`config.mk`:
```
export PLATFORM = sky130hd
export DESIGN_NAME = rr_onehot_arbiter_flat
export DESIGN_NICKNAME = d
export VERILOG_FILES = /design/src/rtl/rr_onehot_arbiter_if.sv /design/src/rtl/rr_onehot_arbiter.sv /design/src/flat_wrapper.sv
export SDC_FILE = /design/constraint.sdc
export NUM_CORES = 1
export LEC_CHECK = 0
export CELL_PAD_IN_SITES_DETAIL_PLACEMENT = 1
export CELL_PAD_IN_SITES_GLOBAL_PLACEMENT = 2
export CORE_UTILIZATION = 36
export DETAILED_ROUTE_END_ITERATION = 16
export HOLD_SLACK_MARGIN = 0.06
export PLACE_DENSITY_LB_ADDON = 0.1
export SLEW_MARGIN = 20
export SYNTH_ARGS = -nofsm -noshare
export SYNTH_HDL_FRONTEND = slang
export SYNTH_SLANG_ARGS = --single-unit
export TNS_END_PERCENT = 100
```
`constraint.sdc`:
```
create_clock -name clk -period 4.1 [get_ports clk]
set_input_delay 1.025 -clock clk [delete_from_list [all_inputs] [get_ports clk]]
set_output_delay 1.025 -clock clk [all_outputs]
set_load 0.01 [all_outputs]
```
`src/rtl/rr_onehot_arbiter_if.sv`:
```
// Request/grant bundle between requesters and the round-robin arbiter.
// The master drives requests and releases; the slave (arbiter) drives the grant side.
interface rr_onehot_arbiter_if #(
    parameter int NUM_REQ = 4
);
    localparam int IW = (NUM_REQ > 1) ? $clog2(NUM_REQ) : 1;

    logic [NUM_REQ-1:0] req;
    logic               done;
    logic [NUM_REQ-1:0] gnt;
    logic [IW-1:0]      gnt_id;
    logic               busy;
    logic               timeout;
    logic               err;

    modport master (output req, done, input gnt, gnt_id, busy, timeout, err);
    modport slave  (input req, done, output gnt, gnt_id, busy, timeout, err);
endinterface

```
`src/rtl/rr_onehot_arbiter.sv`:
```
// Round-robin arbiter with registered one-hot grant, optional hold limit
// and a sticky one-hot encoding checker.
module rr_onehot_arbiter #(
    parameter int NUM_REQ  = 4,
    parameter int MAX_HOLD = 8
) (
    input  logic                 clk,
    input  logic                 reset,
    rr_onehot_arbiter_if.slave   bus
);
    localparam int IW = (NUM_REQ > 1) ? $clog2(NUM_REQ) : 1;
    localparam int HW = (MAX_HOLD > 0) ? $clog2(MAX_HOLD + 1) : 1;

    typedef enum logic {IDLE, GRANT} state_t;

    state_t             state;
    logic [IW-1:0]      ptr;
    logic [HW-1:0]      hold_cnt;
    logic [NUM_REQ-1:0] gnt;
    logic [IW-1:0]      gnt_id;
    logic               timeout;
    logic               err;

    // Returns {found, index} of the first set bit at or after start, wrapping.
    function automatic logic [IW:0] pick(input logic [NUM_REQ-1:0] r, input logic [IW-1:0] start);
        logic [IW:0] res;
        int          idx;
        res = '0;
        for (int i = 0; i < NUM_REQ; i++) begin
            idx = (int'(start) + i) % NUM_REQ;
            if (!res[IW] && r[idx]) res = {1'b1, IW'(idx)};
        end
        return res;
    endfunction

    logic [IW-1:0] nxt_ptr;
    logic          release_now;
    logic          revoke;
    logic [IW:0]   arb_idle;
    logic [IW:0]   arb_rel;
    logic          legal;

    always_comb begin
        nxt_ptr     = (gnt_id == IW'(NUM_REQ - 1)) ? '0 : gnt_id + 1'b1;
        release_now = bus.done || !bus.req[gnt_id];
        revoke      = (MAX_HOLD != 0) && (hold_cnt == HW'(MAX_HOLD)) && !release_now;
        arb_idle    = pick(bus.req, ptr);
        arb_rel     = pick(bus.req, nxt_ptr);
        legal       = ((gnt == '0) && (state == IDLE)) ||
                      ((gnt != '0) && ((gnt & (gnt - 1'b1)) == '0) && (state == GRANT));
    end

    always_ff @(posedge clk) begin
        if (reset) begin
            state    <= IDLE;
            ptr      <= '0;
            hold_cnt <= '0;
            gnt      <= '0;
            gnt_id   <= '0;
            timeout  <= 1'b0;
            err      <= 1'b0;
        end else begin
            timeout <= 1'b0;
            err     <= err | !legal;
            case (state)
                IDLE: begin
                    if (arb_idle[IW]) begin
                        state    <= GRANT;
                        gnt      <= NUM_REQ'(1) << arb_idle[IW-1:0];
                        gnt_id   <= arb_idle[IW-1:0];
                        hold_cnt <= HW'(1);
                    end
                end
                GRANT: begin
                    if (release_now || revoke) begin
                        // Owner drops to lowest priority before re-arbitrating.
                        ptr     <= nxt_ptr;
                        timeout <= revoke;
                        if (arb_rel[IW]) begin
                            gnt      <= NUM_REQ'(1) << arb_rel[IW-1:0];
                            gnt_id   <= arb_rel[IW-1:0];
                            hold_cnt <= HW'(1);
                        end else begin
                            state    <= IDLE;
                            gnt      <= '0;
                            gnt_id   <= '0;
                            hold_cnt <= '0;
                        end
                    end else if (MAX_HOLD != 0 && hold_cnt != HW'(MAX_HOLD)) begin
                        hold_cnt <= hold_cnt + 1'b1;
                    end
                end
                default: state <= IDLE;
            endcase
        end
    end

    assign bus.gnt     = gnt;
    assign bus.gnt_id  = gnt_id;
    assign bus.busy    = |gnt;
    assign bus.timeout = timeout;
    assign bus.err     = err;
endmodule
```
`src/flat_wrapper.sv`:
```
// flat-port wrapper written by rule: the top's interface ports become plain ports
module rr_onehot_arbiter_flat 
#(
    parameter int NUM_REQ  = 4,
    parameter int MAX_HOLD = 8
)
  (clk, reset, bus_req, bus_done, bus_gnt, bus_gnt_id, bus_busy, bus_timeout, bus_err);
  rr_onehot_arbiter_if #(.NUM_REQ(NUM_REQ)) bus_i ();
  input  logic clk;
  input  logic reset;
  input wire logic [$bits(bus_i.req)-1:0] bus_req;
  input wire logic [$bits(bus_i.done)-1:0] bus_done;
  output wire logic [$bits(bus_i.gnt)-1:0] bus_gnt;
  output wire logic [$bits(bus_i.gnt_id)-1:0] bus_gnt_id;
  output wire logic [$bits(bus_i.busy)-1:0] bus_busy;
  output wire logic [$bits(bus_i.timeout)-1:0] bus_timeout;
  output wire logic [$bits(bus_i.err)-1:0] bus_err;
  assign bus_i.req = bus_req;
  assign bus_i.done = bus_done;
  assign bus_gnt = bus_i.gnt;
  assign bus_gnt_id = bus_i.gnt_id;
  assign bus_busy = bus_i.busy;
  assign bus_timeout = bus_i.timeout;
  assign bus_err = bus_i.err;
  rr_onehot_arbiter #(.NUM_REQ(NUM_REQ), .MAX_HOLD(MAX_HOLD)) u_core (.clk(clk), .reset(reset), .bus(bus_i));
endmodule
```
==> results.md, run 1 <==
* CP Buf/Inv Count at 1
* # IOs at 16
* Critical Path AT at 3.13 ns
* H-tree level count at 1
* Hold Fails Final Rpt at 0
* Slowest-stage cell, CP: clkdlybuf4s50_1
* Hold_buf cts at 0
* Crit path launch type: input port
* CTS tree: built
* Worst-Margin Slew at 0.727 ns
* Pin count of the biggest net entering global routing at 21
* Synth Register Bits at 15
* Synth Flop Type: dfxtp_1
* IR drop worst, VDD at 0.149 mV
* Final slew viol count at 0
* Crit path time final at 2.92 ns
* Syn Nets at 159
* Crit Path Max Fanout at 11
* Cell variety after synth at 53
* Internal power at 0.000361 W
* Post-synth EDFFs at 0
* Synthesized area at 0.00127 sq mm
* Critical R2R Launch: u_core.bus.gnt_id[0]
* R2r endpoint: u_core.hold_cnt[0]
* PwrDens at 424 mW/mm^2
* Initial Util at 0.376
* CTS max path bufs at 2
* RSZ-0062 raised after global routing: no
* Total gr overflow at 0
* Wire per inst at 14.8 um
* Max-cap violations at 0
* Setup TNS at 0 ns
* Total number of vias at 1,129
* Nets at 170
* Input/output buffers at 15
* CTS sink count at 15
* Hold Path Cell Cnt at 2
* TritonCTS Buffers at 3
* Number of stages on the worst setup path at 7
* Switching part of the total at 0.406
* PostCTS Resize Cnt at 0
* GRT Util Overall at 0.178
* Post-synthesis cell count at 147
* Std cell rows at 21
* Fill cells at 431
* Root cell of the clock tree: clkbuf_4
* Footprint of the multi-input gates at 858 sq um
* Setup slack, reg-to-reg at 1.28 ns
* Die Wd at 61.3 um
* Setup bufs post-CTS at 0
* Fraction of layout cells with a size suffix above 1 at 0.121
* Final Routed Wirelength at 3.00 mm
* Leakage at 0.527 nW
* Clock Latency Late Sink at 0.30 ns
* CORE AREA at 0.00336 sq mm
* Clock share of power at 0.150
* Final period util at 0.713
* Slew headroom at 0.514
* Diode count at 0
* Status: complete, no violations
* Remaining DRCs at 0
* Setup violations, final at 0
* Post-synthesis sequential area ratio at 0.237
* Die ar. at 0.00376 sq mm
* ANT nets after route at 0
* First-pass GRT wire length at 4.93 mm
* Hold EP: u_core.bus.err
* Worst path most repeated cell: mux2i_1
* Worst min-delay path class: register to register
* Max incr delay on CP at 0.73 ns
* Drt pass-1 iters at 4
* Worst Setup Path Type: input port to register
* Seq pwr share at 0.333
* Vias in the first global route at 1,076
* Max Freq at 342 MHz
* Initial DRC count at 27
* Async SR Flop Fraction at 0
* Crit end category: register
* Hold Slack at 0.463 ns
* Gpl congestion at 0.862
* Syn. warnings at 0
* Initial antenna violation count at 0
* Area growth syn-to-layout at 13.2%
* Delay-heaviest family, CP: buffers and inverters
* CP required at 4.31 ns
* Logic gate share of total power at 0.518
* Final HPWL DP at 2.27 mm
* Die Span Y at 61.3 um
* Layout Skew at 0.00845 ns
* Worst Hold Launch: u_core.bus.err
* DR vias/cell at 5.56
* R2R depth at 7
* Crit-path cells: clkdlybuf4s50_1 > mux2i_1 > mux2i_1 > o32ai_1 > or2b_4 > nand3b_4 > a311oi_2
* Syn Area/Cell at 8.61 sq um
* Psw at 0.000247 W
* Worst-path clk slew at 0.09 ns
* Sequential Area at 300 sq um
==> power by group through the flow <==
stage | clock network [W] | registers [W] | logic (W)
final | 0.0000910 | 0.000203 | 0.000315
after global routing | 0.000101 | 0.000208 | 0.000346
after CTS | 0.0000936 | 0.000204 | 0.000317
after detailed placement | 0 | 0.000207 | 0.000316
after global placement | 0 | 0.000205 | 0.000310
after floorplan | 0 | 0.000194 | 0.000245
==> cells in the final DEF (no fill, tap or decap), types with 3 or more instances in the layout <==
cell / count
or2_1: 3
nor2_1: 13
mux2i_1: 7
clkbuf_4: 3
o21ai_0: 9
ha_1: 5
nor2b_1: 3
a21oi_1: 5
inv_1: 10
nand2b_1: 5
nand2_1: 7
nand3_1: 7
a31oi_1: 4
dfxtp_1: 15
clkdlybuf4s50_1: 15
==> worst min-delay path, stage by stage, from the launching register on <==
cell,delay (ns)
dfxtp_1,0.32
inv_1,0.05
a21oi_1,0.05
==> cells by family (layout without fill, tap and decap cells) <==
logic type | Yosys count | count (layout) | synth area share
and+or+nand+nor | 60 | 60 | 0.311
AOI/OAI and AO/OA | 38 | 38 | 0.226
buffers and inverters | 20 | 30 | 0.0850
DFF | 15 | 15 | 0.237
muxes | 9 | 9 | 0.0909
adders and majority gates | 5 | 5 | 0.0494
==> metrics by stage <==
stage / util / cell area [sq um] / cells / setup WS (ns) / total power (W)
after CTS: 0.426 / 1430 / 203 / 1.20 / 0.000615
final: 0.426 / 1430 / 203 / 1.18 / 0.000608
after floorplan: - / 1270 / 147 / 1.64 / 0.000438
after global routing: 0.426 / 1430 / 203 / 1.03 / 0.000655
after detailed placement: 0.419 / 1410 / 199 / 0.909 / 0.000523
after global placement: 0.419 / 1410 / 199 / 0.960 / 0.000515
==> routing by layer <==
metal,vias up,part of all wire,global-route usage
met2,17,0.48,0.300
met1,552,0.49,0.231
met3,3,0.020,0.0147
met4,0,0.010,0.0779
met5,-,0,0
li1,557,-,-
==> cell type report <==
type                    instances  area share
clock buffers                   4      0.0183
inverters                      11      0.0288
flip-flops and latches         15       0.209
multi-input cells             112       0.599
repair buffers                 15       0.105
well taps                      46      0.0401
==> synthesized netlist by cell type, types with 3 or more instances <==
library cell	count	area, sq um
nand2_1	7	26.3
o21ai_0	9	45.0
buf_4	4	30.0
dfxtp_1	15	300
nand2b_1	5	31.3
ha_1	5	62.6
nor2_1	13	48.8
nand3_1	7	35.0
nor2b_1	3	18.8
a21oi_1	5	25.0
mux2i_1	7	70.1
a31oi_1	4	25.0
or2_1	3	18.8
inv_1	10	37.5
==> flip-flops by register name, summed over array words and instances (netlist names) <==
signal              flops
u_core.bus.err          1
u_core.bus.gnt          4
u_core.bus.gnt_id       2
u_core.bus.timeout      1
u_core.hold_cnt         4
u_core.ptr              2
u_core.state            1
==> how the worst max path moves through the flow <==
stage                              start              endpoint  slack, ns
floorplan           u_core.bus.gnt_id[0]    u_core.hold_cnt[0]       1.64
global placement              bus_req[2]  u_core.bus.gnt_id[0]       0.96
detailed placement            bus_req[2]     u_core.bus.gnt[0]       0.91
CTS                           bus_req[2]  u_core.bus.gnt_id[0]       1.20
global route                  bus_req[2]  u_core.bus.gnt_id[0]       1.03
finish                        bus_req[2]     u_core.bus.gnt[0]       1.18
(Power assumes the default switching activity.)
==> inputs of run 2 (changes only) <==
--- a/config.mk
+++ b/config.mk
@@ -7,7 +7,7 @@
 export LEC_CHECK = 0
 export CELL_PAD_IN_SITES_DETAIL_PLACEMENT = 1
 export CELL_PAD_IN_SITES_GLOBAL_PLACEMENT = 2
-export CORE_UTILIZATION = 36
+export CORE_UTILIZATION = 30
 export DETAILED_ROUTE_END_ITERATION = 16
 export HOLD_SLACK_MARGIN = 0.06
 export PLACE_DENSITY_LB_ADDON = 0.1
==> constraint.sdc (replaced) <==
create_clock -name clk -period 2.6 [get_ports clk]
set_input_delay 0.65 -clock clk [delete_from_list [all_inputs] [get_ports clk]]
set_output_delay 0.65 -clock clk [all_outputs]
set_load 0.01 [all_outputs]
==> run 2 against run 1 <==
Against the previous run:
- final area rose by 11%
- total power increased by 74%
- flip-flop and latch count is the same
- sequential share of layout area down 2.0 points
- critical endpoint is now u_core.hold_cnt[0]
- critical path depth is 1 lower
- sequential power increased by 44%
- combinational power up 82%
- global-route usage is 0.40 points lower
- routed wire length rose by 12%
==> results.md, run 2 (same netlist as run 1, synthesis figures left out) <==
* Worst min-delay path class: register to register
* Worst-path clk slew at 0.06 ns (-0.03 ns)
* Std cell rows at 23 (+9.5%)
* Max Freq at 409 MHz
* Leakage at 0.619 nW (+17%)
* PwrDens at 666 mW/mm^2 (+57%)
* PostCTS Resize Cnt at 0 (unchanged)
* Worst path most repeated cell: mux2i_1
* Area growth syn-to-layout at 25.2%
* Final Routed Wirelength at 3.34 mm (+12%)
* CTS sink count at 15 (unchanged)
* Die ar. at 0.00448 sq mm (+19%)
* TritonCTS Buffers at 3 (unchanged)
* H-tree level count at 1 (unchanged)
* Wire per inst at 14.9 um (+1.1%)
* Crit-path cells: clkdlybuf4s50_1 > mux2i_1 > mux2i_1 > or4_1 > mux2i_1 > a221oi_1
* Pin count of the biggest net entering global routing at 17 (-19%)
* Fraction of layout cells with a size suffix above 1 at 0.207 (+0.0859)
* Number of stages on the worst setup path at 6 (-1)
* Hold Fails Final Rpt at 0 (unchanged)
* Hold_buf cts at 0 (unchanged)
* Input/output buffers at 15 (unchanged)
* Worst-Margin Slew at 0.536 ns (-0.192 ns)
* Gpl congestion at 0.847 (-1.7%)
* Die Span Y at 67.0 um (+9.2%)
* Crit path time final at 2.44 ns
* Final slew viol count at 0 (unchanged)
* Design Power at 0.00106 W (+74%)
* RSZ-0062 raised after global routing: no
* Nets at 187 (+10%)
* Delay-heaviest family, CP: multiplexers
* Max incr delay on CP at 0.56 ns (-0.17 ns)
* IR drop worst, VDD at 0.226 mV (+51%)
* Crit Path Max Fanout at 8 (-3)
* Setup bufs post-CTS at 0 (unchanged)
* Slew headroom at 0.642 (+0.127)
* Total number of vias at 1,168 (+3.5%)
* # IOs at 16 (unchanged)
* Slowest-stage cell, CP: or4_1
* Vias in the first global route at 1,202 (+12%)
* CORE AREA at 0.00403 sq mm (+20%)
* Remaining DRCs at 0 (unchanged)
* Initial Util at 0.314 (-0.0622)
* ANT nets after route at 0 (unchanged)
* Die Wd at 67.0 um (+9.2%)
* CP Buf/Inv Count at 1 (unchanged)
* Setup violations, final at 0 (unchanged)
* Commonest non-fill, non-tap cell in the layout: buf_4
* Initial DRC count at 51 (+89%)
* Initial antenna violation count at 0 (unchanged)
* R2R depth at 7 (unchanged)
* Status: complete, no violations
* Top Registers: u_core.bus.gnt (4), u_core.hold_cnt (4)
* Root cell of the clock tree: clkbuf_8
* Critical Path AT at 2.54 ns (-0.59 ns)
* First-pass GRT wire length at 5.84 mm (+18%)
* Setup TNS at 0 ns (unchanged)
* CP required at 2.70 ns (-1.61 ns)
* CTS max path bufs at 2 (unchanged)
* Drt pass-1 iters at 4 (unchanged)
* Total gr overflow at 0 (unchanged)
* Most frequent cells in the layout: 17 x buf_4, 15 x clkdlybuf4s50_1, 15 x dfxtp_1
* Final period util at 0.939
* GRT Util Overall at 0.174 (-0.00401)
* Hold Path Cell Cnt at 2 (unchanged)
* Crit end category: register
* Core Util, Final at 0.393 (-0.0329)
* Clock Latency Late Sink at 0.25 ns (-0.05 ns)
* Crit path launch type: input port
* Max-cap violations at 0 (unchanged)
* DR vias/cell at 5.21 (-6.2%)
* CTS tree: built
* Diode count at 0 (unchanged)
* Worst Setup Path Type: input port to register
* Final HPWL DP at 2.64 mm (+16%)
* Layout Skew at 0.00287 ns (-0.00559 ns)
[run 2: cell types whose count changed in the layout (fill, tap and decap cells not counted)]
cell and delta:
clkbuf_4 -3, buf_4 +17, clkbuf_8 +3
[run 2: worst min-delay path, delay by kind of cell (launching register included)]
| kind | cells | cell delay, ns |
|---|---|---|
| buffers and inverters | 1 | 0.04 |
| AOI/OAI and AO/OA | 1 | 0.05 |
| DFF | 1 | 0.31 |
[run 2: where the power goes]
part | switching (W) | internal, W | leakage, nW
logic | 0.000287 | 0.000285 | 0.472
clock network | 0.0000825 | 0.000108 | 0.0228
registers | 0.0000310 | 0.000262 | 0.123
[run 2: final cells by class]
class | count | area (sq um)
clock buffers | 4 | 45.0
fillers | 498 | 2440
inverters | 11 | 41.3
multi-input cells | 112 | 858
flip-flops and latches | 15 | 300
well taps | 50 | 62.6
repair buffers | 32 | 278
[run 2: path summary, 6_finish.rpt]
path	startpoint	to	slack [ns]
worst max register to register	u_core.bus.gnt_id[0]	u_core.hold_cnt[0]	0.33
worst min-delay path	u_core.bus.err	u_core.bus.err	0.45
worst min register to register	u_core.bus.err	u_core.bus.err	0.45
worst max-delay path	bus_req[3]	u_core.hold_cnt[0]	0.16
[run 2: metal layers]
layer / track usage / share of wire / vias to the layer above
li1: - / - / 591
met1: 0.220 / 0.48 / 556
met2: 0.301 / 0.49 / 17
met3: 0.0257 / 0.019 / 4
met4: 0.0479 / 0.011 / 0
met5: 0 / 0 / -
[run 2: through the flow]
| stage | std cells | setup slack (ns) | area, sq um | hold slack (ns) |
|---|---|---|---|---|
| floorplan | 147 | 0.135 | 1270 | 0.470 |
| CTS | 224 | 0.158 | 1590 | 0.456 |
| global placement | 220 | -0.0262 | 1540 | 0.436 |
| finish | 224 | 0.157 | 1590 | 0.447 |
| global route | 224 | 0.00738 | 1590 | 0.482 |
| detailed placement | 220 | -0.100 | 1540 | 0.446 |
==> inputs of run 3 (changes only) <==
--- a/config.mk
+++ b/config.mk
@@ -5,11 +5,12 @@
 export SDC_FILE = /design/constraint.sdc
 export NUM_CORES = 1
 export LEC_CHECK = 0
+export ABC_AREA = 0
 export CELL_PAD_IN_SITES_DETAIL_PLACEMENT = 1
 export CELL_PAD_IN_SITES_GLOBAL_PLACEMENT = 2
 export CORE_UTILIZATION = 30
 export DETAILED_ROUTE_END_ITERATION = 16
-export HOLD_SLACK_MARGIN = 0.06
+export HOLD_SLACK_MARGIN = 0.08
 export PLACE_DENSITY_LB_ADDON = 0.1
 export SLEW_MARGIN = 20
 export SYNTH_ARGS = -nofsm -noshare
==> results of run 3 <==
The final DEF is identical to that of run 2; final timing and power are the same.
